<file path="src/rtl/wb_defs.sv">
// Shared writeback definitions: datapath widths and load funct3 encodings used by
// the register file, decoder and writeback stage.
package wb_defs;

  localparam int XLEN       = 32;
  localparam int REG_ADDR_W = 5;

  localparam logic [2:0] FUNCT3_LB  = 3'b000;
  localparam logic [2:0] FUNCT3_LH  = 3'b001;
  localparam logic [2:0] FUNCT3_LW  = 3'b010;
  localparam logic [2:0] FUNCT3_LBU = 3'b100;
  localparam logic [2:0] FUNCT3_LHU = 3'b101;

  typedef enum logic {
    BUF_EMPTY = 1'b0,
    BUF_FULL  = 1'b1
  } buf_state_e;

endpackage

</file>
<file path="src/rtl/load_extend.sv">
// Load result extension: turns the raw loaded word into an XLEN value according to
// funct3. Unknown encodings pass the word through unchanged and raise err.
module load_extend
  import wb_defs::*;
#(
  parameter int XLEN = wb_defs::XLEN
) (
  input  logic [2:0]      funct3,
  input  logic [XLEN-1:0] data,
  output logic [XLEN-1:0] value,
  output logic            err
);

  always_comb begin
    value = data;
    err   = 1'b0;
    case (funct3)
      FUNCT3_LB:  value = {{(XLEN-8){data[7]}}, data[7:0]};
      FUNCT3_LH:  value = {{(XLEN-16){data[15]}}, data[15:0]};
      FUNCT3_LW:  value = data;
      FUNCT3_LBU: value = {{(XLEN-8){1'b0}}, data[7:0]};
      FUNCT3_LHU: value = {{(XLEN-16){1'b0}}, data[15:0]};
      default:    err   = 1'b1;
    endcase
  end

endmodule

</file>
<file path="src/rtl/reg_writeback.sv">
// Register file write port arbiter: merges ALU and load results into one registered
// write, holding at most one load that lost the port to the ALU.
module reg_writeback
  import wb_defs::*;
#(
  parameter int XLEN       = wb_defs::XLEN,
  parameter int REG_ADDR_W = wb_defs::REG_ADDR_W,
  parameter int CNT_W      = 16
) (
  input  logic                  clk,
  input  logic                  reset,
  input  logic                  alu_valid,
  input  logic [REG_ADDR_W-1:0] alu_rd,
  input  logic [XLEN-1:0]       alu_result,
  input  logic                  ld_valid,
  output logic                  ld_ready,
  input  logic [REG_ADDR_W-1:0] ld_rd,
  input  logic [2:0]            ld_funct3,
  input  logic [XLEN-1:0]       ld_data,
  output logic                  wb_en,
  output logic [REG_ADDR_W-1:0] wb_rd,
  output logic [XLEN-1:0]       wb_value,
  output logic                  ld_err,
  output logic [CNT_W-1:0]      wb_count
);

  buf_state_e            state;
  logic [REG_ADDR_W-1:0] buf_rd;
  logic [XLEN-1:0]       buf_value;

  logic [XLEN-1:0]       ext_value;
  logic                  ext_err;
  logic                  ld_acc;

  logic                  sel_vld_p0;
  logic [REG_ADDR_W-1:0] sel_rd_p0;
  logic [XLEN-1:0]       sel_value_p0;
  logic                  commit_p0;
  logic                  buf_load_p0;
  buf_state_e            state_nxt;

  load_extend #(.XLEN(XLEN)) u_load_extend (
    .funct3 (ld_funct3),
    .data   (ld_data),
    .value  (ext_value),
    .err    (ext_err)
  );

  assign ld_ready = (state == BUF_EMPTY);
  assign ld_acc   = ld_valid && ld_ready;

  // Stage p0: source selection, ALU first, then the buffered load, then a fresh load.
  always_comb begin
    sel_vld_p0   = 1'b0;
    sel_rd_p0    = alu_rd;
    sel_value_p0 = alu_result;
    buf_load_p0  = 1'b0;
    state_nxt    = state;
    if (alu_valid) begin
      sel_vld_p0 = 1'b1;
      if (ld_acc) begin
        buf_load_p0 = 1'b1;
        state_nxt   = BUF_FULL;
      end else if (state == BUF_FULL && buf_rd == alu_rd) begin
        // The ALU result is younger, so the stale load must never reach the regfile.
        state_nxt = BUF_EMPTY;
      end
    end else if (state == BUF_FULL) begin
      sel_vld_p0   = 1'b1;
      sel_rd_p0    = buf_rd;
      sel_value_p0 = buf_value;
      state_nxt    = BUF_EMPTY;
    end else if (ld_acc) begin
      sel_vld_p0   = 1'b1;
      sel_rd_p0    = ld_rd;
      sel_value_p0 = ext_value;
    end
    commit_p0 = sel_vld_p0 && (sel_rd_p0 != '0);
  end

  // Stage p1: registered write port, buffer state and retired-write counter.
  always_ff @(posedge clk or negedge reset) begin
    if (!reset) begin
      state    <= BUF_EMPTY;
      wb_en    <= 1'b0;
      wb_rd    <= '0;
      wb_value <= '0;
      ld_err   <= 1'b0;
      wb_count <= '0;
    end else begin
      state  <= state_nxt;
      wb_en  <= commit_p0;
      ld_err <= ld_acc && ext_err;
      if (sel_vld_p0) begin
        wb_rd    <= sel_rd_p0;
        wb_value <= sel_value_p0;
      end
      if (commit_p0) begin
        wb_count <= wb_count + CNT_W'(1);
      end
    end
  end

  always_ff @(posedge clk) begin
    if (buf_load_p0) begin
      buf_rd    <= ld_rd;
      buf_value <= ext_value;
    end
  end

endmodule

</file>
<file path="config.mk">
export PLATFORM = sky130hd
export DESIGN_NAME = reg_writeback
export DESIGN_NICKNAME = d
export VERILOG_FILES = /design/src/rtl/wb_defs.sv /design/src/rtl/load_extend.sv /design/src/rtl/reg_writeback.sv
export SDC_FILE = /design/constraint.sdc
export NUM_CORES = 1
export LEC_CHECK = 0
export CELL_PAD_IN_SITES_DETAIL_PLACEMENT = 1
export CELL_PAD_IN_SITES_GLOBAL_PLACEMENT = 1
export CORE_UTILIZATION = 38
export DETAILED_ROUTE_END_ITERATION = 16
export PLACE_DENSITY = 0.86
export SYNTH_ARGS = -nofsm -noshare
export SYNTH_HDL_FRONTEND = slang
export SYNTH_SLANG_ARGS = --single-unit
</file>
<file path="constraint.sdc">
create_clock -name clk -period 5.8 [get_ports clk]
set_input_delay 1.74 -clock clk [delete_from_list [all_inputs] [get_ports clk]]
set_output_delay 1.74 -clock clk [all_outputs]
set_load 0.05 [all_outputs]
</file>
==> flow_summary.ini, run 1 <==
[run_status]
outcome = complete, no violations

[clock_tree]
cts_resized = 0
tritoncts = yes
hold_buffers = 0
clk_pin_slew_ps = 100
cts_buffers = 9
clk_root_buffer_cell = clkbuf_8
htreeDepth = 3
clock_sink_count = 93
post-cts-setup-buffers = 0
clk_latency_ps = 350
clk_path_buf_depth = 2

[synth]
synth_common_cells = dfrtp_1, a22oi_1, nand2_1
synth_cells = 366
syn_nets = 448
ys_seq_area_share_pct = 61.0
synth_area_um2 = 4120
synth_top_area_share_pct = 34.0
synth_top_area_cell = dfrtp_1
yosysMostFrequentCell = dfrtp_1
avgSynthCellArea_um2 = 11.2
ys_top_cells_by_area = dfrtp_1, edfxtp_1, a22oi_1, nand2_1, o21ai_0
yosysWarnings = 0
ys_ff_latch = 93
synth_edf_count = 37
synthArstFlopShare_pct = 60.2
synth_ff_type = dfrtp_1
synth_cell_type_count = 40

[route]
ant_nets = 0
wl_per_cell_um = 18.6
wirelength_mm = 11.7
routed_via_density = 5.39
routed-via-count = 3404
drc_errors = 0
first_pass_iters = 4
drt-initial-drc-count = 145

[finish]
drive_gt1_share_pct = 6.46
finalNetCount = 572
finalInstanceArea_um2 = 5750
area_growth_pct = 39.7
n_antenna_cell = 0
fin_cells = 631

[global_routing]
grt_overflow = 0
grt_start_max_net_pins = 60
grt_pass1_wl_mm = 18.6
antenna_found_initial = 0
grt_pass1_vias = 3535
grt_usage_pct = 21.4

[sta]
setup_viol_count_final = 0
period_needed_ps = 4210
hold_viol = 0
fin_setup_tns_ps = 0
clock_skew_ps = 14.4
rsz0062_at_grt = false
slew_viol_final = 0
finalCritPeriodShare_pct = 72.5
tightest_slew_ps = 1160
maxSlewHeadroom_pct = 22.3
fmax_ghz = 0.238

[power]
p_seq_share_pct = 42.9
swShare_pct = 39.7
internal-power_mw = 1.22
power_density_nw_per_um2 = 352
vdd_drop_max_mv = 0.151
power_switching_mw = 0.805
power.leakage_nw = 2.25
power_frac_clock_pct = 20.2
comb_power_share_pct = 36.9
total_power_mw = 2.03

[place]
hpwl_mm = 8.41
place_inst = 615
port_buffers = 136
dpl_cell_area_um2 = 5570
place_congestion = 0.816

[critical_path]
worst-path-buf-inv = 1
critical_path.max_stage_delay_ps = 960
cp_max_fo = 17
crit_required_ps = 6040
slowest_stage = o41ai_4
critical_path.top_delay_family = compound AO/OA/AOI/OAI gates
end_kind = flop
path_cells = clkdlybuf4s50_1 -> or3b_1 -> o21ai_0 -> a21oi_1 -> o41ai_4 -> nor3_1 -> xor2_1
cp-start-kind = input pin
arrival_ps = 4450
worstSetupPathType = input pin to flop

[die]
start_util_pct = 39.5
dieWidth_um = 106
die_h_um = 106
std_cell_rows = 37
num_io_pins = 137
die_area_um2 = 11300
coreArea_um2 = 10400

[min_path]
hold_class = flop to flop

[run]
cap_viol_max_count = 0
worst reg2reg max path, stage by stage, from the launching register on:
cell and delay, ps:
dfrtp_1 360, buf_4 350, nor2_1 140, o21ai_0 210, o311ai_1 220, o41ai_4 920, nor3_1 200, xor2_1 190
path summary, 6_finish.rpt:
kind / cells after the start / from / slack (ps) / end
min in group asynchronous: 2 / reset / 1520 / wb_count[9]$_DFFE_PN0P_
setup / recovery: 7 / ld_valid / 1590 / wb_count[12]$_DFFE_PN0P_
max in group asynchronous: 2 / reset / 3750 / wb_value[23]$_DFFE_PN0P_
setup reg to reg: 7 / state$_DFFE_PN0P_ / 3100 / wb_count[12]$_DFFE_PN0P_
hold / removal: 2 / wb_rd[0]$_DFFE_PN0P_ / 480 / wb_rd[0]$_DFFE_PN0P_
hold reg to reg: 2 / wb_rd[0]$_DFFE_PN0P_ / 480 / wb_rd[0]$_DFFE_PN0P_
logic make-up after synthesis:
logic type / Yosys count / synth area share [%]
AO/OA/AOI/OAI: 122 / 19.5
buffers and inverters: 35 / 3.53
adder cells (fa/ha/maj): 1 / 0.304
multiplexers: 5 / 1.34
flip-flops: 93 / 61.0
AND/OR/NAND/NOR: 90 / 10.1
XOR/XNOR: 20 / 4.26
cell usage in the layout (no fill, tap or decap), drive strengths merged, types with 2 or more instances in the layout:
master           n
a21oi           10
a22oi           49
and3             2
buf              7
clkbuf          10
clkdlybuf4s50  134
dfrtp           56
edfxtp          37
inv             12
mux2             4
nand2           50
nand3            6
nor2            11
nor2b            2
nor3             4
nor3b            3
nor4             5
o21a             2
o21ai           36
o22ai           19
o31ai            2
or3b             2
xnor2            4
xor2            16
area by class of cell:
type                            count  area, um^2
Sequential cell                    93        2510
Fill cell                        1128        4670
Multi-Input combinational cell    238        1470
Inverter                            7        26.3
Clock buffer                       10         138
Timing Repair Buffer              141        1390
Tap cell                          136         170
Clock inverter                      6        41.3
metrics by stage:
step	util, %	hold WS (ps)	worst slack (ps)
finish	55.2	483	1590
global route	55.2	506	1440
CTS	55.2	490	1620
detailed placement	53.5	470	1230
global placement	53.5	465	1340
floorplan	-	504	1590
power by group through the flow:
stage	clock (mW)	combinational [mW]	sequential, mW
6_report	0.409	0.748	0.868
3_3_place_gp	0	0.734	0.878
5_1_grt	0.436	0.790	0.882
3_5_place_dp	0	0.751	0.883
4_1_cts	0.416	0.753	0.869
2_1_floorplan	0	0.175	1.16
registers in the layout, indices dropped and copies added (netlist names):
register   cells
wb_en          1
wb_count      16
ld_err         1
wb_value      32
wb_rd          5
buf_value     32
buf_rd         5
state          1
per-layer routing:
| metal | GRT usage (%) | wire length [um] |
|---|---|---|
| met3 | 3.74 | 457 |
| met4 | 8.53 | 274 |
| met5 | 0 | 0 |
| met2 | 37.6 | 6040 |
| met1 | 26.0 | 4980 |
Note: power is estimated with default switching activity, not from simulation.
==> run 2, diff against run 1 <==
Settings changed: CORE_UTILIZATION 38 to 35, PLACE_DENSITY 0.86 to 0.8.
Clock period 5.8 ns to 4.3 ns, I/O delays scaled along.
==> flow_summary.ini, run 2 (synthesized netlist as in run 1, its figures left out) <==
[run_status]
outcome = complete, no violations

[critical_path]
cp_max_fo = 17
critical_path.max_stage_delay_ps = 740
slowest_stage = clkdlybuf4s50_1
cp-start-kind = input pin
ff2ff_setup_slack_ps = 1700
path_cells = clkdlybuf4s50_1 -> nand2_2 -> o311ai_1 -> o41ai_4 -> buf_4 -> nor4_1 -> xor2_1
arrival_ps = 3780
crit_required_ps = 4560
worstSetupPathType = input pin to flop
worst-path-buf-inv = 2
end_kind = flop
critical_path.top_delay_family = buffers and inverters

[clock_tree]
cts_resized = 0
clk_pin_slew_ps = 70
clk_path_buf_depth = 2
clk_latency_ps = 350
htreeDepth = 3
post-cts-setup-buffers = 0
clk_root_buffer_cell = clkbuf_16
hold_buffers = 0
clock_sink_count = 93
tritoncts = yes
cts_buffers = 9

[finish]
finalNetCount = 575
n_fill_cell = 1247
drive_gt1_share_pct = 7.03
area_growth_pct = 44.0
fin_cells = 642
top_regs = buf_value: 32 flops, wb_value: 32 flops, wb_count: 16 flops
finalInstanceArea_um2 = 5930
multi_input_area_um2 = 1470
final_common_cell = clkdlybuf4s50_1
ff_latch_area_um2 = 2510
final_cell_mix = clkdlybuf4s50_1, dfrtp_1, nand2_1, a22oi_1, edfxtp_1

[power]
vdd_drop_max_mv = 0.268
power_frac_clock_pct = 27.2
swShare_pct = 37.5
power_switching_mw = 1.13
power.leakage_nw = 2.31
power_density_nw_per_um2 = 510
comb_power_share_pct = 33.8
p_seq_share_pct = 39.0
internal-power_mw = 1.89

[route]
drt-initial-drc-count = 163
routed_via_density = 5.40
ant_nets = 0
wl_per_cell_um = 19.2
first_pass_iters = 4
drc_errors = 0
routed-via-count = 3468
wirelength_mm = 12.4

[place]
place_inst = 625
place_congestion = 0.780
dpl_cell_area_um2 = 5620
hpwl_mm = 8.79
port_buffers = 136

[sta]
fin_setup_tns_ps = 0
fmax_ghz = 0.285
slew_viol_final = 0
clock_skew_ps = 9.67
rsz0062_at_grt = false
tightest_slew_ps = 757
setup_viol_count_final = 0
finalCritPeriodShare_pct = 81.7
hold_viol = 0
maxSlewHeadroom_pct = 49.5
period_needed_ps = 3510
whs_ps = 485

[global_routing]
grt_pass1_vias = 3723
antenna_found_initial = 1
grt_overflow = 0
grt_usage_pct = 20.7
grt_start_max_net_pins = 40
grt_pass1_wl_mm = 19.9

[run]
cap_viol_max_count = 0

[die]
dieWidth_um = 110
num_io_pins = 137
die_h_um = 110
start_util_pct = 36.1
coreArea_um2 = 11400
die_area_um2 = 12200
std_cell_rows = 39

[min_path]
hold_class = flop to flop
-- run 2: power groups by stage --
stage | combinational [mW] | clock (mW) | sequential, mW
floorplan | 0.237 | 0 | 1.56
global placement | 0.997 | 0 | 1.19
detailed placement | 1.02 | 0 | 1.20
CTS | 1.03 | 0.840 | 1.18
global route | 1.07 | 0.870 | 1.20
finish | 1.02 | 0.824 | 1.18
-- run 2: final cells by class --
class | count | share of cell area [%]
flip-flops and latches | 93 | 42.4
multi-input cells | 238 | 24.9
repair buffers | 144 | 24.0
clock buffers | 10 | 4.03
well taps | 143 | 3.02
clock inverters | 6 | 1.18
inverters | 7 | 0.443
diodes | 1 | 0.0422
-- run 2: through the flow --
step	worst slack (ps)	power, mW	utilization (%)
after floorplan	543	1.80	-
after global placement	597	2.18	49.2
after detailed placement	468	2.22	49.2
after CTS	790	3.05	51.9
after global routing	610	3.14	51.9
final	785	3.03	51.9
-- run 2: path summary, 6_finish.rpt --
| path | cells past startpoint | start | endpoint |
|---|---|---|---|
| worst max-delay path | 7 | ld_valid | wb_count[6]$_DFFE_PN0P_ |
| worst min-delay path | 1 | wb_count[15]$_DFFE_PN0P_ | wb_count[15]$_DFFE_PN0P_ |
| worst max register to register | 7 | state$_DFFE_PN0P_ | wb_count[6]$_DFFE_PN0P_ |
| worst min register to register | 1 | wb_count[15]$_DFFE_PN0P_ | wb_count[15]$_DFFE_PN0P_ |
| max in group asynchronous | 2 | reset | wb_value[8]$_DFFE_PN0P_ |
| min in group asynchronous | 1 | reset | wb_value[18]$_DFFE_PN0P_ |
-- run 2: layer usage --
| metal | vias to the layer above | routed length, um | global-route usage [%] |
|---|---|---|---|
| met5 | - | 0 | 0 |
| met4 | 0 | 311 | 10.1 |
| met3 | 20 | 493 | 3.84 |
| met2 | 93 | 6480 | 36.1 |
| met1 | 1738 | 5060 | 24.3 |
| li1 | 1617 | - | - |
==> run 3, diff against run 2 <==
Clock period 4.3 ns to 3.6 ns, I/O delays scaled along.
==> flow_summary.ini, run 3 (synthesized netlist as in run 1, its figures left out) <==
[sta]
hold_viol = 0
rsz0062_at_grt = false
setup_viol_count_final = 0
finalCritPeriodShare_pct = 84.1
fmax_ghz = 0.330
period_needed_ps = 3030
fin_setup_tns_ps = 0
clock_skew_ps = 8.75
maxSlewHeadroom_pct = 43.7
slew_viol_final = 0
tightest_slew_ps = 844

[power]
comb_power_share_pct = 34.8
total_power_mw = 3.52
power_switching_mw = 1.32
power_density_nw_per_um2 = 593
power_frac_clock_pct = 25.3
power.leakage_nw = 2.33
vdd_drop_max_mv = 0.301
swShare_pct = 37.4
internal-power_mw = 2.21
p_seq_share_pct = 39.9

[clock_tree]
cts_resized = 0
post-cts-setup-buffers = 0
clk_root_buffer_cell = clkbuf_16
cts_buffers = 9
clk_pin_slew_ps = 60
clk_latency_ps = 340
clk_path_buf_depth = 2
clock_sink_count = 93
htreeDepth = 3
tritoncts = yes
hold_buffers = 0

[die]
dieWidth_um = 110
std_cell_rows = 39
die_area_um2 = 12200
num_io_pins = 137
start_util_pct = 36.1
coreArea_um2 = 11400
die_h_um = 110

[global_routing]
grt_pass1_vias = 3777
grt_start_max_net_pins = 51
antenna_found_initial = 0
grt_pass1_wl_mm = 20.3
grt_overflow = 0
grt_usage_pct = 21.2

[place]
port_buffers = 136
place_congestion = 0.825
place_inst = 629
hpwl_mm = 8.77

[route]
wl_per_cell_um = 19.2
wirelength_mm = 12.4
drc_errors = 0
routed-via-count = 3478
first_pass_iters = 5
ant_nets = 0
routed_via_density = 5.39
drt-initial-drc-count = 135

[critical_path]
arrival_ps = 3300
end_kind = flop
cp_max_fo = 17
crit_required_ps = 3870
worstSetupPathType = input pin to flop
cp-start-kind = input pin

[run]
cap_viol_max_count = 0

[finish]
drive_gt1_share_pct = 7.37
area_growth_pct = 44.3
n_antenna_cell = 0
top_regs = buf_value: 32 flops, wb_value: 32 flops, wb_count: 16 flops
finalNetCount = 579
fin_cells = 645
final_cell_mix = clkdlybuf4s50_1, dfrtp_1, nand2_1, a22oi_1, edfxtp_1
final_common_cell = clkdlybuf4s50_1

[min_path]
hold_class = flop to flop

[run_status]
outcome = complete, no violations
[run 3: metrics by stage]
step | hold WS [ps] | setup WS (ps) | area [um^2] | util (%)
2_1_floorplan | 504 | 53.3 | 4120 | -
3_3_place_gp | 463 | 306 | 5670 | 49.6
3_5_place_dp | 469 | 208 | 5670 | 49.6
4_1_cts | 483 | 575 | 5940 | 52.0
5_1_grt | 493 | 399 | 5940 | 52.0
6_report | 489 | 571 | 5940 | 52.0
[run 3: worst paths after layout]
path	from	end	slack [ps]	depth (start not counted)
max in group asynchronous	reset	wb_count[2]$_DFFE_PN0P_	1930	2
hold / removal	wb_count[15]$_DFFE_PN0P_	wb_count[15]$_DFFE_PN0P_	490	1
hold reg to reg	wb_count[15]$_DFFE_PN0P_	wb_count[15]$_DFFE_PN0P_	490	1
setup / recovery	ld_valid	wb_count[11]$_DFFE_PN0P_	570	7
setup reg to reg	state$_DFFE_PN0P_	wb_count[11]$_DFFE_PN0P_	1120	7
min in group asynchronous	reset	wb_rd[1]$_DFFE_PN0P_	830	1
[run 3: worst max-delay path: stages]
cell and delay, ps:
clkdlybuf4s50_1 590, nand2_2 190, o311ai_1 530, o41ai_4 150, buf_12 170, nor4_1 400, xor2_1 180
[run 3: final cells by class]
class / instances / area [um^2]
fill: 1232 / 5480
sequential: 93 / 2510
timing repair buffer: 148 / 1480
multi-input combinational: 238 / 1470
clock buffer: 14 / 264
tap: 143 / 179
inverter: 7 / 26.3
clock inverter: 2 / 10.0
[run 3: routing by layer]
metal	track usage [%]	vias to the layer above	part of all wire (%)
li1	-	1626	-
met1	25.9	1747	42
met2	36.6	91	52
met3	4.88	14	3.7
met4	7.64	0	2.0
met5	0	-	0
[run 3: power by group through the flow]
| stage | sequential (mW) | combinational (mW) | clock (mW) |
|---|---|---|---|
| 2_1_floorplan | 1.86 | 0.283 | 0 |
| 3_3_place_gp | 1.42 | 1.20 | 0 |
| 3_5_place_dp | 1.43 | 1.23 | 0 |
| 4_1_cts | 1.41 | 1.23 | 0.916 |
| 5_1_grt | 1.43 | 1.29 | 0.962 |
| 6_report | 1.41 | 1.23 | 0.891 |
